[config.mk]
export PLATFORM = sky130hd
export DESIGN_NAME = snake_game_ctrl
export DESIGN_NICKNAME = d
export VERILOG_FILES = /design/src/rtl/snake_pkg.sv /design/src/rtl/snake_move_timer.sv /design/src/rtl/snake_game_ctrl.sv
export SDC_FILE = /design/constraint.sdc
export NUM_CORES = 1
export LEC_CHECK = 0
export CAP_MARGIN = 0
export CORE_MARGIN = 2
export CORE_UTILIZATION = 55
export DETAILED_ROUTE_END_ITERATION = 7
export PLACE_DENSITY = 0.82
export SLEW_MARGIN = 20
export SYNTH_ARGS = -nofsm -noshare
export SYNTH_HDL_FRONTEND = slang
export SYNTH_HIERARCHICAL = 1
export SYNTH_SLANG_ARGS = --single-unit
[constraint.sdc]
create_clock -name clk -period 4 [get_ports clk]
set_input_delay 0.8 -clock clk [delete_from_list [all_inputs] [get_ports clk]]
set_output_delay 0.8 -clock clk [all_outputs]
set_load 0.05 [all_outputs]
[src/rtl/snake_pkg.sv]
`default_nettype none
// ============================================================================
//  Module      : snake_pkg
//  Description : Shared encodings for the snake game: movement directions,
//                game states, score limits and a reverse-direction helper.
//                Used by the game sequencer and the snake drawing block.
//  Revision    : 1.0  initial release
// ============================================================================
package snake_pkg;

    typedef enum logic [2:0] {
        DIR_IDLE  = 3'b000,
        DIR_UP    = 3'b001,
        DIR_DOWN  = 3'b010,
        DIR_LEFT  = 3'b011,
        DIR_RIGHT = 3'b100
    } dir_t;

    typedef enum logic [1:0] {
        ST_IDLE      = 2'b00,
        ST_PLAY      = 2'b01,
        ST_PAUSE     = 2'b10,
        ST_GAME_OVER = 2'b11
    } game_state_t;

    localparam int         c_SCORE_W   = 8;
    localparam logic [7:0] c_SCORE_MAX = 8'hFF;

    // Direction that would make the snake turn back onto its own neck.
    function automatic dir_t opposite_dir(input dir_t d);
        dir_t r;
        case (d)
            DIR_UP:    r = DIR_DOWN;
            DIR_DOWN:  r = DIR_UP;
            DIR_LEFT:  r = DIR_RIGHT;
            DIR_RIGHT: r = DIR_LEFT;
            default:   r = DIR_IDLE;
        endcase
        return r;
    endfunction

endpackage
`default_nettype wire

[src/rtl/snake_move_timer.sv]
`default_nettype none
// ============================================================================
//  Module      : snake_move_timer
//  Description : Divides frame_tick by DIV. fire is high (combinationally) on
//                the tick that completes a group of DIV enabled ticks; the
//                caller registers it. clear has priority and zeroes the count;
//                with enable low the count is frozen.
//  Revision    : 1.0  initial release
// ============================================================================
module snake_move_timer #(
    parameter int DIV = 8
) (
    input  logic clk,
    input  logic reset,
    input  logic clear,
    input  logic enable,
    input  logic tick,
    output logic fire
);

    localparam logic [7:0] c_LAST = 8'(DIV - 1);

    logic [7:0] r_count;
    logic       w_last;

    assign w_last = (r_count == c_LAST);
    assign fire   = enable & tick & w_last & ~clear;

    // Tick counter that wraps after DIV enabled ticks.
    always_ff @(posedge clk or negedge reset) begin
        if (!reset) begin
            r_count <= '0;
        end else if (clear) begin
            r_count <= '0;
        end else if (enable && tick) begin
            r_count <= w_last ? 8'd0 : r_count + 8'd1;
        end
    end

endmodule
`default_nettype wire

[src/rtl/snake_game_ctrl.sv]
`default_nettype none
// ============================================================================
//  Module      : snake_game_ctrl
//  Description : Snake game sequencer. Converts button edges and frame ticks
//                into direction / update / game_state, detects wall and self
//                collisions and keeps the food score.
//                Optional pause support: define SNAKE_GAME_PAUSE_EN.
//  Revision    : 1.0  initial release
// ============================================================================
module snake_game_ctrl
    import snake_pkg::*;
#(
    parameter int BIT             = 10,
    parameter int SIZE            = 5,
    parameter int X_MAX           = 640,
    parameter int Y_MAX           = 480,
    parameter int FRAME_DIV       = 8,
    parameter int GAMEOVER_FRAMES = 60
) (
    input  logic           clk,
    input  logic           reset,
    input  logic           frame_tick,
    input  logic           btn_up,
    input  logic           btn_down,
    input  logic           btn_left,
    input  logic           btn_right,
    input  logic           btn_pause,
    input  logic [BIT-1:0] head_x,
    input  logic [BIT-1:0] head_y,
    input  logic           food_hit,
    input  logic           self_hit,
    output logic [2:0]     direction,
    output logic [1:0]     game_state,
    output logic           update,
    output logic [7:0]     score
);

    localparam logic [BIT-1:0] c_X_LIM = BIT'(X_MAX - SIZE);
    localparam logic [BIT-1:0] c_Y_LIM = BIT'(Y_MAX - SIZE);

    game_state_t          r_state;
    dir_t                 r_dir;
    dir_t                 r_pending;
    logic                 r_update;
    logic                 r_check;
    logic [c_SCORE_W-1:0] r_score;
    logic [3:0]           r_btn_prev;

    logic [3:0] w_btn_now;
    logic [3:0] w_btn_rise;
    dir_t       w_press_dir;
    logic       w_pause_rise;
    logic       w_in_play;
    logic       w_collide;
    logic       w_steer_ok;
    logic       w_move_fire;
    logic       w_move_en;
    logic       w_move_clr;
    logic       w_go_fire;
    logic       w_go_active;

    assign w_btn_now  = {btn_up, btn_down, btn_left, btn_right};
    assign w_btn_rise = w_btn_now & ~r_btn_prev;

`ifdef SNAKE_GAME_PAUSE_EN
    logic r_pause_prev;

    // Previous pause level for edge detection.
    always_ff @(posedge clk or negedge reset) begin
        if (!reset) begin
            r_pause_prev <= 1'b0;
        end else begin
            r_pause_prev <= btn_pause;
        end
    end

    assign w_pause_rise = btn_pause & ~r_pause_prev;
`else
    logic w_unused_pause;
    assign w_unused_pause = btn_pause;
    assign w_pause_rise   = 1'b0;
`endif

    // Priority encode the new presses: UP > DOWN > LEFT > RIGHT.
    always_comb begin
        w_press_dir = DIR_IDLE;
        if (w_btn_rise[3])      w_press_dir = DIR_UP;
        else if (w_btn_rise[2]) w_press_dir = DIR_DOWN;
        else if (w_btn_rise[1]) w_press_dir = DIR_LEFT;
        else if (w_btn_rise[0]) w_press_dir = DIR_RIGHT;
    end

    assign w_in_play   = (r_state == ST_PLAY);
    // The wall test only runs the cycle after a move, once the head register
    // has taken its new position; underflow wraps high and counts as a hit.
    assign w_collide   = w_in_play &
                         (self_hit | (r_check & ((head_x > c_X_LIM) | (head_y > c_Y_LIM))));
    assign w_steer_ok  = (w_press_dir != DIR_IDLE) && (w_press_dir != opposite_dir(r_dir));

    // A pause press consumes its cycle so no move can commit as we leave PLAY.
    assign w_move_en   = w_in_play & ~w_collide & ~w_pause_rise;
    assign w_move_clr  = ~(w_in_play | (r_state == ST_PAUSE)) | w_collide;
    assign w_go_active = (r_state == ST_GAME_OVER);

    snake_move_timer #(
        .DIV (FRAME_DIV)
    ) u_move_timer (
        .clk    (clk),
        .reset  (reset),
        .clear  (w_move_clr),
        .enable (w_move_en),
        .tick   (frame_tick),
        .fire   (w_move_fire)
    );

    snake_move_timer #(
        .DIV (GAMEOVER_FRAMES)
    ) u_gameover_timer (
        .clk    (clk),
        .reset  (reset),
        .clear  (~w_go_active),
        .enable (w_go_active),
        .tick   (frame_tick),
        .fire   (w_go_fire)
    );

    // Game state machine with registered direction, update and score.
    always_ff @(posedge clk or negedge reset) begin
        if (!reset) begin
            r_state    <= ST_IDLE;
            r_dir      <= DIR_IDLE;
            r_pending  <= DIR_IDLE;
            r_update   <= 1'b0;
            r_check    <= 1'b0;
            r_score    <= '0;
            r_btn_prev <= '0;
        end else begin
            r_btn_prev <= w_btn_now;
            r_update   <= 1'b0;
            r_check    <= r_update;

            case (r_state)
                ST_IDLE: begin
                    if (w_press_dir != DIR_IDLE) begin
                        r_state   <= ST_PLAY;
                        r_dir     <= w_press_dir;
                        r_pending <= w_press_dir;
                        r_score   <= '0;
                    end
                end

                ST_PLAY: begin
                    if (food_hit && (r_score != c_SCORE_MAX)) begin
                        r_score <= r_score + 8'd1;
                    end
                    if (w_collide) begin
                        r_state <= ST_GAME_OVER;
                        r_dir   <= DIR_IDLE;
                    end else begin
                        if (w_pause_rise) begin
                            r_state <= ST_PAUSE;
                        end
                        if (w_steer_ok) begin
                            r_pending <= w_press_dir;
                        end
                        // Commit uses the pending value from before this
                        // cycle's press, so direction is stable with update.
                        if (w_move_fire) begin
                            r_update <= 1'b1;
                            r_dir    <= r_pending;
                        end
                    end
                end

                ST_PAUSE: begin
                    if (w_pause_rise) begin
                        r_state <= ST_PLAY;
                    end
                end

                ST_GAME_OVER: begin
                    if (w_go_fire) begin
                        r_state <= ST_IDLE;
                    end
                end

                default: begin
                    r_state <= ST_IDLE;
                end
            endcase
        end
    end

    assign direction  = r_dir;
    assign game_state = r_state;
    assign update     = r_update;
    assign score      = r_score;

endmodule
`default_nettype wire

==> results of run 1 <==
## through the flow
step	utilization	area, um2
floorplan	-	2180
global placement	0.692	2590
detailed placement	0.692	2590
CTS	0.717	2680
global route	0.717	2680
finish	0.717	2680
## worst max path at each step
| stage | from | to |
|---|---|---|
| 6_report | head_y[2] | direction[0] |
| 4_1_cts | head_y[2] | direction[0] |
| 5_1_grt | head_y[2] | direction[0] |
| 3_5_place_dp | head_y[2] | direction[0] |
| 3_3_place_gp | head_y[3] | direction[0] |
| 2_1_floorplan | head_y[3] | direction[0] |
## flip-flops by register name, summed over array words and instances, names as in the netlist
| name | count |
|---|---|
| direction | 3 |
| u_move_timer/r_count | 8 |
| r_check | 1 |
| update | 1 |
| r_btn_prev | 4 |
| r_pending | 3 |
| u_gameover_timer/r_count | 8 |
| game_state | 2 |
| score | 8 |
## power by group
group	switching (W)	internal, W
Combinational	0.0000819	0.0000595
Clock	0.000144	0.000139
Sequential	0.0000226	0.000402
Total	0.000248	0.000600
## logic make-up (layout without fill, tap and decap cells)
group                      after synthesis  in the layout
and+or+nand+nor                         95             95
DFF                                     38             38
muxes                                    4              4
buffers and inverters                   14             55
AOI/OAI and AO/OA                       57             57
adders and majority gates                5              5
xor gates and xnor gates                 9              9
## per-layer routing
metal | track usage | wire [um] | vias to the layer above
met4 | 0.0689 | 43 | 0
met2 | 0.407 | 2300 | 21
li1 | - | - | 906
met5 | 0 | 0 | -
met1 | 0.281 | 2040 | 908
met3 | 0.0574 | 145 | 4
## placed cells by master, fill, tap and decap left out, types with 3 or more instances in the layout
cell	netlist	final
nand2b_1	5	5
nand2_1	20	20
o32a_1	3	3
nor4_1	3	3
ha_1	5	5
nand4_1	5	5
clkdlybuf4s50_1	0	37
dfrtp_1	38	38
o21ai_0	9	9
xnor2_1	4	4
o21a_1	3	3
clkbuf_8	0	6
inv_1	8	8
nor2_1	17	17
nand3_1	8	8
o21ai_1	3	3
xor2_1	5	5
nor2b_1	3	3
or4_1	3	3
nor3_1	6	6
or3_1	6	6
mux2_2	4	4
a31oi_1	5	5
a21oi_1	15	15
## final cells by class
class,count,area share
Multi-Input combinational cell,170,0.434
Sequential cell,38,0.354
Timing Repair Buffer,38,0.140
Clock buffer,6,0.0308
Tap cell,48,0.0224
Inverter,9,0.0145
Clock inverter,2,0.00466
## critical path, cell delays in order
cell             delay [ps]
clkdlybuf4s50_1         390
a31oi_1                 160
o21ai_0                 110
or3_4                   430
clkinv_4                110
a21oi_1                 100
nor4bb_1                290
inv_1                   140
o21a_1                  190
o32a_1                  340
==> run metrics, run 1 <==
Clock Path Buffers 2; ys flop type dfrtp_1; fill cell count 291; initial antenna violation count 0; layout cells sized above 1 0.114; worst r2r src game_state[1]; simple-gate share of the synthesized area 0.255; Max Cap Viol 0; minimum clock period after layout 2870 ps; worst slew pin tran 836 ps; Reg2Reg Depth 9; Syn. warnings 6; HP Start update; Setup CP Type in -> reg; Setup Buffers After CTS 0; Cell Area, Synth 2180 um2; Multi-input gate area 1160 um2; Worst-path clk slew 80 ps; CTS tree built; min-delay worst type reg -> reg; top cell type's share of synthesized area 0.435; largest net degree at the start of global routing 39; CP startpoint kind primary input; DIE AREA 4490 um2; RR Endpoint direction[0]; Initial Util 0.584; post-placement setup slack 813 ps; RSZ-0062 raised after global routing false; Detailed Place HPWL 3.31 mm; Final Hold Fails 0; Critical Path Fanout Max 11; total CTS buffers 5; ys async rst share 1.00; Ports 44; CP Capture Type flip-flop; die width 67.0 um; row count 22; drt total wl 4.53 mm; Worst Path Arrival 3060 ps; Antenna Cells 0; Final Cycle Share 0.718; pwr dens 316 nW/um2; Synth Net Count 257; post-route ant nets 0; cell count after synthesis 222; Synth cell types 56; FF-to-FF setup slack 1490 ps; Die Y 67.0 um; PnR Total Power 0.000848 W; XOR/XNOR Fraction of Synth Area 0.0361; cell taking the most area after synthesis dfrtp_1; synth cell count leaders dfrtp_1, nand2_1, nor2_1; Adder-Cell Fraction of Synth Area 0.0286; Hold Buf Count CTS 0; Max Slew Vio Count 0; DR DRC count 0; status complete, no violations; Final Setup Violations 0; Worst-Skew Late Latency 300 ps; root buffer cell clkbuf_8; Syn Area/Cell 9.84 um2; detailed-route wire length per cell 14.6 um; Worst Skew 5.64 ps; core area 3740 um2; vias in the first global route 1833; DR vias 1839; FF+latch area 951 um2; FMAX 0.348 GHz; most frequent cell after synthesis dfrtp_1; compound-gate portion of the synthesized area 0.192; Layout area overhead 22.9%; post-synthesis mux area share 0.0206; setup TNS 0 ps; drt first-iter violations 96; total grt overflow 0; H-tree levels 2; Worst VDD drop 197 uV; port bufs 38; Min Hold Slack 404 ps; Layout Cells excl Fill 311; top cells by area, synth dfrtp_1, a21oi_1, nand2_1, nor2_1, ha_1; via density per instance 5.91; Lkg Pwr 1.06 nW; Required @ worst endpoint 4180 ps; CTS sink cnt 38; Hold Path Cell Cnt 0; sequential area share after synthesis 0.435; final worst-path setup slack 1130 ps; Nets 297; dpl cells 303; RePlAce Congestion 0.792; Max-slew headroom 0.443; largest family of logic cells by synthesized area simple AND/OR/NAND/NOR gates; Post-synth EDFFs 0; Resize count post-CTS 0; DRT Pass-1 Iters 4; Worst Hold End r_check; first-pass GRT wire length 7.90 mm; GRT Total Usage 0.233; Yosys reg bits 38
Note: power is estimated with default switching activity, not from simulation.
==> inputs of run 2 (changes only) <==
Settings changed: CORE_UTILIZATION 55 to 46, PLACE_DENSITY 0.82 to 0.72.
Clock period 4 ns to 2.6 ns, I/O delays scaled along.
==> run metrics, run 2 (synthesis results as in run 1) <==
critical-path cell list clkdlybuf4s50_1 -> o211ai_1 -> nand3b_1 -> or3_4 -> clkinv_4 -> nand2_1 -> nor4bb_1 -> inv_1 -> o21a_1 -> o32a_1; fill cell count 400; Reg2Reg Depth 9; DIE AREA 5320 um2; detailed-route wire length per cell 14.1 um; pwr dens 462 nW/um2; drt first-iter violations 60; via density per instance 5.63; Max Slew Vio Count 0; CTS tree built; GRT Total Usage 0.190; worst slew pin tran 844 ps; Final Cycle Share 0.969; DR DRC count 0; post-route ant nets 0; layout cells sized above 1 0.165; DRT Pass-1 Iters 4; Critical Path Fanout Max 4; Worst-Skew Late Latency 290 ps; drt total wl 4.70 mm; Slowest-stage cell, CP or3_4; CP startpoint kind primary input; min-delay worst type in -> async; Lkg Pwr 1.14 nW; most frequent cells in the layout dfrtp_1, clkdlybuf4s50_1, nand2_1; RePlAce Congestion 0.843; port bufs 38; Die Y 72.9 um; total grt overflow 0; root buffer cell clkbuf_8; CP Capture Type flip-flop; Max-slew headroom 0.437; total CTS buffers 5; Layout area overhead 28.7%; final worst-path setup slack 79.6 ps; crit-path max cell delay 420 ps; DR vias 1876; Setup CP Type in -> reg; RSZ-0062 raised after global routing false; Final Hold Fails 0; initial antenna violation count 0; Max Cap Viol 0; FF-to-FF setup slack 360 ps; Antenna Cells 0; Clock Path Buffers 2; status complete, no violations; Worst Skew 4.70 ps; PnR Total Power 0.00130 W; final core occ 0.603; largest net degree at the start of global routing 39; dpl cells 323; H-tree levels 2; Worst VDD drop 250 uV; row count 25; Required @ worst endpoint 2770 ps; vias in the first global route 1786; RR Endpoint direction[1]; core area 4660 um2; worst r2r src r_check; first-pass GRT wire length 7.94 mm; commonest non-fill, non-tap cell in the layout dfrtp_1; FMAX 0.397 GHz; Detailed Place HPWL 3.57 mm; Worst-path clk slew 70 ps; Ports 44; Worst Path Arrival 2690 ps; minimum clock period after layout 2520 ps; Final Setup Violations 0; CTS sink cnt 38; Initial Util 0.469; Hold Buf Count CTS 0; Nets 313; Layout Cells excl Fill 333; die width 72.9 um; post-placement setup slack -242 ps
[run 2: cell count changes in the layout (fill, tap and decap cells not counted)]
cell	previous run	this run
a21oi_2	2	3
o21ai_0	9	8
clkinvlp_4	1	0
o21ai_1	3	4
a21oi_1	15	14
buf_4	0	16
clkbuf_1	0	1
[run 2: final cells by class]
class                   instances  area, um2  share of cell area
clock buffers                   7       86.3              0.0307
clock inverters                 1       5.00             0.00178
inverters                       9       38.8              0.0138
multi-input cells             170       1170               0.415
flip-flops and latches         38        951               0.338
well taps                      54       67.6              0.0240
repair buffers                 54        495               0.176
[run 2: report_power, final]
group          internal (W)  switching [W]  leakage (nW)
Combinational      0.000102       0.000130         0.595
Sequential         0.000618      0.0000321         0.494
Clock              0.000214       0.000202        0.0482
[run 2: worst max-delay path by stage]
stage | startpoint | to | cells after the start
final | head_x[7] | direction[1] | 10
after global routing | head_x[7] | direction[0] | 11
after CTS | head_y[2] | direction[1] | 11
after detailed placement | head_y[2] | direction[1] | 10
after global placement | head_y[2] | direction[0] | 11
after floorplan | game_state[0] | direction[0] | 9
[run 2: layer usage]
layer,up-vias,share of wire,GRT usage
met1,910,0.47,0.257
met2,26,0.48,0.292
li1,931,-,-
met5,-,0,0
met4,0,0.016,0.0761
met3,9,0.036,0.0497
[run 2: stage by stage]
step           instance area (um2)  hold WS [ps]  TNS [ps]
5_1_grt                       2810           395         0
3_3_place_gp                  2700           366      -742
3_5_place_dp                  2700           375      -732
4_1_cts                       2790           362         0
2_1_floorplan                 2180           224         0
6_report                      2810           333         0
[run 2: timing repair]
item                                    CTS  global route
buffers inserted                          0             2
endpoints found under the setup margin    0             3
gates resized for setup                   0             2
[run 2: worst max-delay path: cells and delay by family]
family | cells | cell delay, ps
AO/OA/AOI/OAI | 3 | 710
buffers and inverters | 3 | 620
AND/OR/NAND/NOR | 4 | 860
